File: src/rtl/maxpool_relu.sv
// ReLU followed by non-overlapping POOLxPOOL max-pooling over a captured map.
// Examines one element per clock; writes one pooled slot per window.
module maxpool_relu #(
  parameter int IN_DIM = 3,
  parameter int POOL   = 2,
  parameter int P      = IN_DIM / POOL
) (
  input  logic                       clk,
  input  logic                       rst,
  input  logic                       start,
  input  logic [IN_DIM*IN_DIM*16-1:0] in_flat,
  output logic [P*P*16-1:0]          out_flat,
  output logic                       busy,
  output logic                       done
);

  localparam int NE = IN_DIM * IN_DIM;
  localparam int CW = (POOL > 1) ? $clog2(POOL) : 1;
  localparam int WW = (P > 1) ? $clog2(P) : 1;
  localparam int IW = (NE > 1) ? $clog2(NE) : 1;
  localparam logic [CW-1:0] CLAST = CW'(POOL - 1);
  localparam logic [WW-1:0] WLAST = WW'(P - 1);

  typedef enum logic [1:0] {IDLE, SCAN, WRITE, DONE} state_t;

  state_t        state, state_nx;
  logic [15:0]   mem [NE];
  logic [CW-1:0] i, j;
  logic [WW-1:0] pr, pc;
  logic [15:0]   run_max;
  logic [15:0]   elem;
  logic [15:0]   relu;
  logic [IW-1:0] idx;
  logic          win_first;
  logic          win_last;
  logic          map_last;
  logic          capture;

  assign capture   = (state == IDLE) && start;
  assign win_first = (i == '0) && (j == '0);
  assign win_last  = (i == CLAST) && (j == CLAST);
  assign map_last  = (pr == WLAST) && (pc == WLAST);
  assign busy      = (state == SCAN) || (state == WRITE);
  assign done      = (state == DONE);

  always_comb begin
    idx  = IW'((32'(pr) * POOL + 32'(i)) * IN_DIM
               + 32'(pc) * POOL + 32'(j));
    elem = mem[idx];
    relu = elem[15] ? '0 : elem;
  end

  always_comb begin
    state_nx = state;
    unique case (state)
      IDLE:  if (start) state_nx = SCAN;
      SCAN:  if (win_last) state_nx = WRITE;
      WRITE: state_nx = map_last ? DONE : SCAN;
      DONE:  if (!start) state_nx = IDLE;
    endcase
  end

  always_ff @(posedge clk) begin
    if (rst) state <= IDLE;
    else     state <= state_nx;
  end

  // Map buffer needs no reset: it is always loaded before SCAN reads it.
  always_ff @(posedge clk) begin
    if (capture && !rst) begin
      for (int k = 0; k < NE; k++)
        mem[k] <= in_flat[k*16 +: 16];
    end
  end

  always_ff @(posedge clk) begin
    if (rst) begin
      i        <= '0;
      j        <= '0;
      pr       <= '0;
      pc       <= '0;
      run_max  <= '0;
      out_flat <= '0;
    end else begin
      unique case (state)
        IDLE: begin
          if (start) begin
            out_flat <= '0;
            i        <= '0;
            j        <= '0;
            pr       <= '0;
            pc       <= '0;
          end
        end
        SCAN: begin
          if (win_first || ($signed(relu) > $signed(run_max)))
            run_max <= relu;
          if (j == CLAST) begin
            j <= '0;
            i <= (i == CLAST) ? '0 : i + CW'(1);
          end else begin
            j <= j + CW'(1);
          end
        end
        WRITE: begin
          for (int k = 0; k < P*P; k++)
            if (32'(pr) * P + 32'(pc) == 32'(k))
              out_flat[k*16 +: 16] <= run_max;
          if (pc == WLAST) begin
            pc <= '0;
            pr <= (pr == WLAST) ? '0 : pr + WW'(1);
          end else begin
            pc <= pc + WW'(1);
          end
        end
        DONE: ;
      endcase
    end
  end

endmodule
File: config.mk
export PLATFORM = sky130hd
export DESIGN_NAME = maxpool_relu
export DESIGN_NICKNAME = d
export VERILOG_FILES = /design/src/rtl/maxpool_relu.sv
export SDC_FILE = /design/constraint.sdc
export NUM_CORES = 1
export LEC_CHECK = 0
export BUFFER_PORTS_ARGS = -buffer_cell sky130_fd_sc_hd__buf_2
export CORE_MARGIN = 2
export CORE_UTILIZATION = 48
export CTS_CLUSTER_DIAMETER = 60
export CTS_CLUSTER_SIZE = 20
export DETAILED_ROUTE_END_ITERATION = 8
export GPL_ROUTABILITY_DRIVEN = 0
export PLACE_DENSITY = 0.82
export SLEW_MARGIN = 40
export SYNTH_ARGS = -nofsm -noshare
export SYNTH_HDL_FRONTEND = slang
export SYNTH_SLANG_ARGS = --single-unit
File: constraint.sdc
create_clock -name clk -period 4.39 [get_ports clk]
set_input_delay 0.2195 -clock clk [delete_from_list [all_inputs] [get_ports clk]]
set_output_delay 0.2195 -clock clk [all_outputs]
set_load 0.1 [all_outputs]
==> impl_metrics.tcl <==
set metrics [dict create \
    root_buffer "clkbuf_16" \
    grt_overflow 0 \
    ys_ff_latch 162 \
    drive_gt1_share_pct 27.3 \
    antenna_found_initial 2 \
    die_w_um 121 \
    ys_types 38 \
    synth_top_area_share_pct 58.1 \
    yosys_warnings 0 \
    ys.flop_type "edfxtp_1" \
    synth-async-reset-ratio_pct 0 \
    core-area_um2 13300 \
    synth_compound_area_share_pct 6.39 \
    clk_latency_ns 0.43 \
    start_util_pct 49.6 \
    yosysTopAreaCell "edfxtp_1" \
    syn2layout_area_growth_pct 45.5 \
    synthXorXnorAreaFrac_pct 0 \
    nFillCells 827 \
    synth.avg_cell_area_um2 14.1 \
    top_level_ports 165 \
    clockBufferDepth 2 \
    synth.area.top_cells "edfxtp_1 58%, dfxtp_1 10%, mux2i_1 9.8%, nor2_1 4.4%, ha_1 4.2%" \
    critPathCaptureType "flop" \
    drt_drc_violations_left 0 \
    h-tree-depth 4 \
    critPathMaxFanout 15 \
    hold_violations 0 \
    cts.sinks 162 \
    vias_per_cell 5.29 \
    utilization_pct 72.2 \
    synth.mux.area_fraction_pct 9.83 \
    synth_edf_count 128 \
    period_minus_slack_ns 4.20 \
    worstPathArrival_ns 4.49 \
    ys_seq_area_share_pct 68.4 \
    yosys-top-cells-count "128 x edfxtp_1, 78 x nor2_1, 65 x mux2i_1, 34 x dfxtp_1, 34 x inv_1" \
    synth_nets 639 \
    num_rows 42 \
    finalMaxSlewViolations 0 \
    wl_per_cell_um 19.6 \
    slowest_delay_ns 0.56 \
    critPathRequiredTime_ns 4.68 \
    placed_area_um2 7650 \
    cellLeakagePower_nw 3.75 \
    yosysMostFrequentCell "edfxtp_1" \
    cts_tree "built" \
    num_vias 5021 \
    io_buffers 147 \
    min_path_type "input pin to flop" \
    worst-setup-path-type "flop to flop" \
    worstPathCellList "inv_1 > ha_4 > mux2i_1 > nand3_1 > buf_4 > nor2_1 > nor4_1 > inv_1 > ha_1 > nand2_1 > or4_4 > o31a_1 > o311ai_4 > buf_4 > o22ai_2" \
    drt_iter0_markers 340 \
    track_usage_pct 26.4 \
    synthCells 470 \
    fmax_ghz 0.238 \
    postRouteAntennaNets 0 \
    tightest_slew_ns 0.631 \
    slowest_stage "nor4_1" \
    fin_skew_ns 0.0134 \
    dpl.hpwl_um 9660 \
    peakVddDrop_mv 0.355 \
    post-route-period-util_pct 95.6 \
    synth-simple-area-share_pct 7.81 \
    grt_max_degree 48 \
    grt_pass1_wl_um 28200 \
    nNetsFinal 928 \
    final.setup.tns_ns 0 \
    relSlewSlack_pct 57.9 \
    die_h_um 121 \
    netlist_area_um2 6620 \
    status "completed" \
    synth_fa_ha_area_share_pct 4.16 \
    cts_inserted_buffers 17 \
    grt_pass1_vias 5388 \
    drt-total-wl_um 18600 \
    finalSetupViolCount 0 \
    power.density_nw_per_um2 529 \
    fin_area_um2 9630 \
    detail_route.first_pass.iterations 5 \
    start_kind "flop" \
    clk_pin_slew_worst_paths_ns 0.06 \
    dieArea_um2 14700 \
    synth_top_family_by_area "multiplexers" \
    drv_cap 0 \
]
what timing repair did:
item	in CTS	in global routing
buffers inserted	0	0
resized for setup	0	6
hold endpoints to repair	128	0
setup endpoints to repair	0	15
hold buffers	128	0
placed cells by master (no fill, tap or decap), types with 2 or more instances in the layout:
| cell type | count |
|---|---|
| clkinvlp_4 | 3 |
| buf_2 | 147 |
| dlygate4sd3_1 | 128 |
| a21oi_1 | 7 |
| o22ai_2 | 10 |
| nand3b_1 | 2 |
| nor2_1 | 78 |
| diode_2 | 2 |
| nor4_1 | 10 |
| edfxtp_1 | 128 |
| mux2i_1 | 65 |
| bufinv_16 | 4 |
| nor4_2 | 4 |
| nand4_1 | 2 |
| buf_12 | 4 |
| inv_1 | 34 |
| buf_4 | 10 |
| clkbuf_16 | 18 |
| nand2b_1 | 3 |
| o22ai_1 | 7 |
| a22oi_1 | 16 |
| clkbuf_8 | 3 |
| o21ai_0 | 3 |
| ha_1 | 21 |
| nand2_1 | 6 |
| clkbuf_1 | 2 |
| nand3_1 | 3 |
| dfxtp_1 | 34 |
layout make-up:
type | instances | area [um2] | area share [%]
Clock buffer | 23 | 499 | 5.18
Multi-Input combinational cell | 255 | 1930 | 20.1
Inverter | 34 | 128 | 1.32
Sequential cell | 162 | 4520 | 47.0
Antenna cell | 2 | 5.00 | 0.0520
Clock inverter | 9 | 151 | 1.57
Timing Repair Buffer | 289 | 2170 | 22.5
Tap cell | 176 | 220 | 2.29
critical path: cells and delay by family, from the launching register on:
kind            cells  cell delay (ns)
fa+ha+maj           2             0.78
compound gates      3             0.61
buf+inv             4             0.77
simple gates        5             1.33
mux                 1             0.15
flops               1             0.39
flip-flops by register name, summed over array words and instances (netlist names):
name      count
run_max      15
out_flat     15
state         2
mem         128
i             1
j             1
metal layers:
layer	GRT usage [%]	part of all wire (%)	vias up
met5	0	0	-
met2	47.3	53	232
li1	-	-	2306
met4	15.2	5.2	0
met1	28.5	36	2423
met3	5.92	5.6	60
per-stage QoR:
step	std cells	setup WS (ns)	hold WS, ns	power, mW
floorplan	470	0.308	0.318	2.98
global placement	786	0.303	0.396	3.26
detailed placement	788	0.204	0.398	3.33
CTS	948	0.167	0.202	5.02
global route	950	-0.00181	0.231	5.32
finish	950	0.193	0.208	5.10
where the power goes:
part	internal [mW]	switching, mW	total [mW]	leakage [nW]
Combinational	0.601	0.876	1.48	1.99
Sequential	1.91	0.0807	1.99	1.46
Clock	1.03	0.603	1.63	0.308
cell families (layout without fill, tap and decap cells):
| kind of cell | count (synthesis) | after routing |
|---|---|---|
| flip-flops | 162 | 162 |
| AND/OR/NAND/NOR | 115 | 115 |
| multiplexers | 65 | 65 |
| buffers and inverters | 53 | 355 |
| AO/OA/AOI/OAI | 52 | 52 |
| adder cells (fa/ha/maj) | 22 | 22 |
| other | 1 | 3 |
final timing paths:
| path | endpoint | startpoint | slack [ns] | cells past startpoint |
|---|---|---|---|---|
| max | run_max[12]$_SDFFE_PP0P_ | j$_SDFFE_PP0P_ | 0.19 | 15 |
| min | state[0]$_SDFFE_PP0P_ | start | 0.21 | 4 |
| max reg2reg | run_max[12]$_SDFFE_PP0P_ | j$_SDFFE_PP0P_ | 0.19 | 15 |
| min reg2reg | run_max[1]$_SDFFE_PP0P_ | run_max[1]$_SDFFE_PP0P_ | 0.49 | 2 |
No activity file was read; power rests on OpenSTA's default activity.
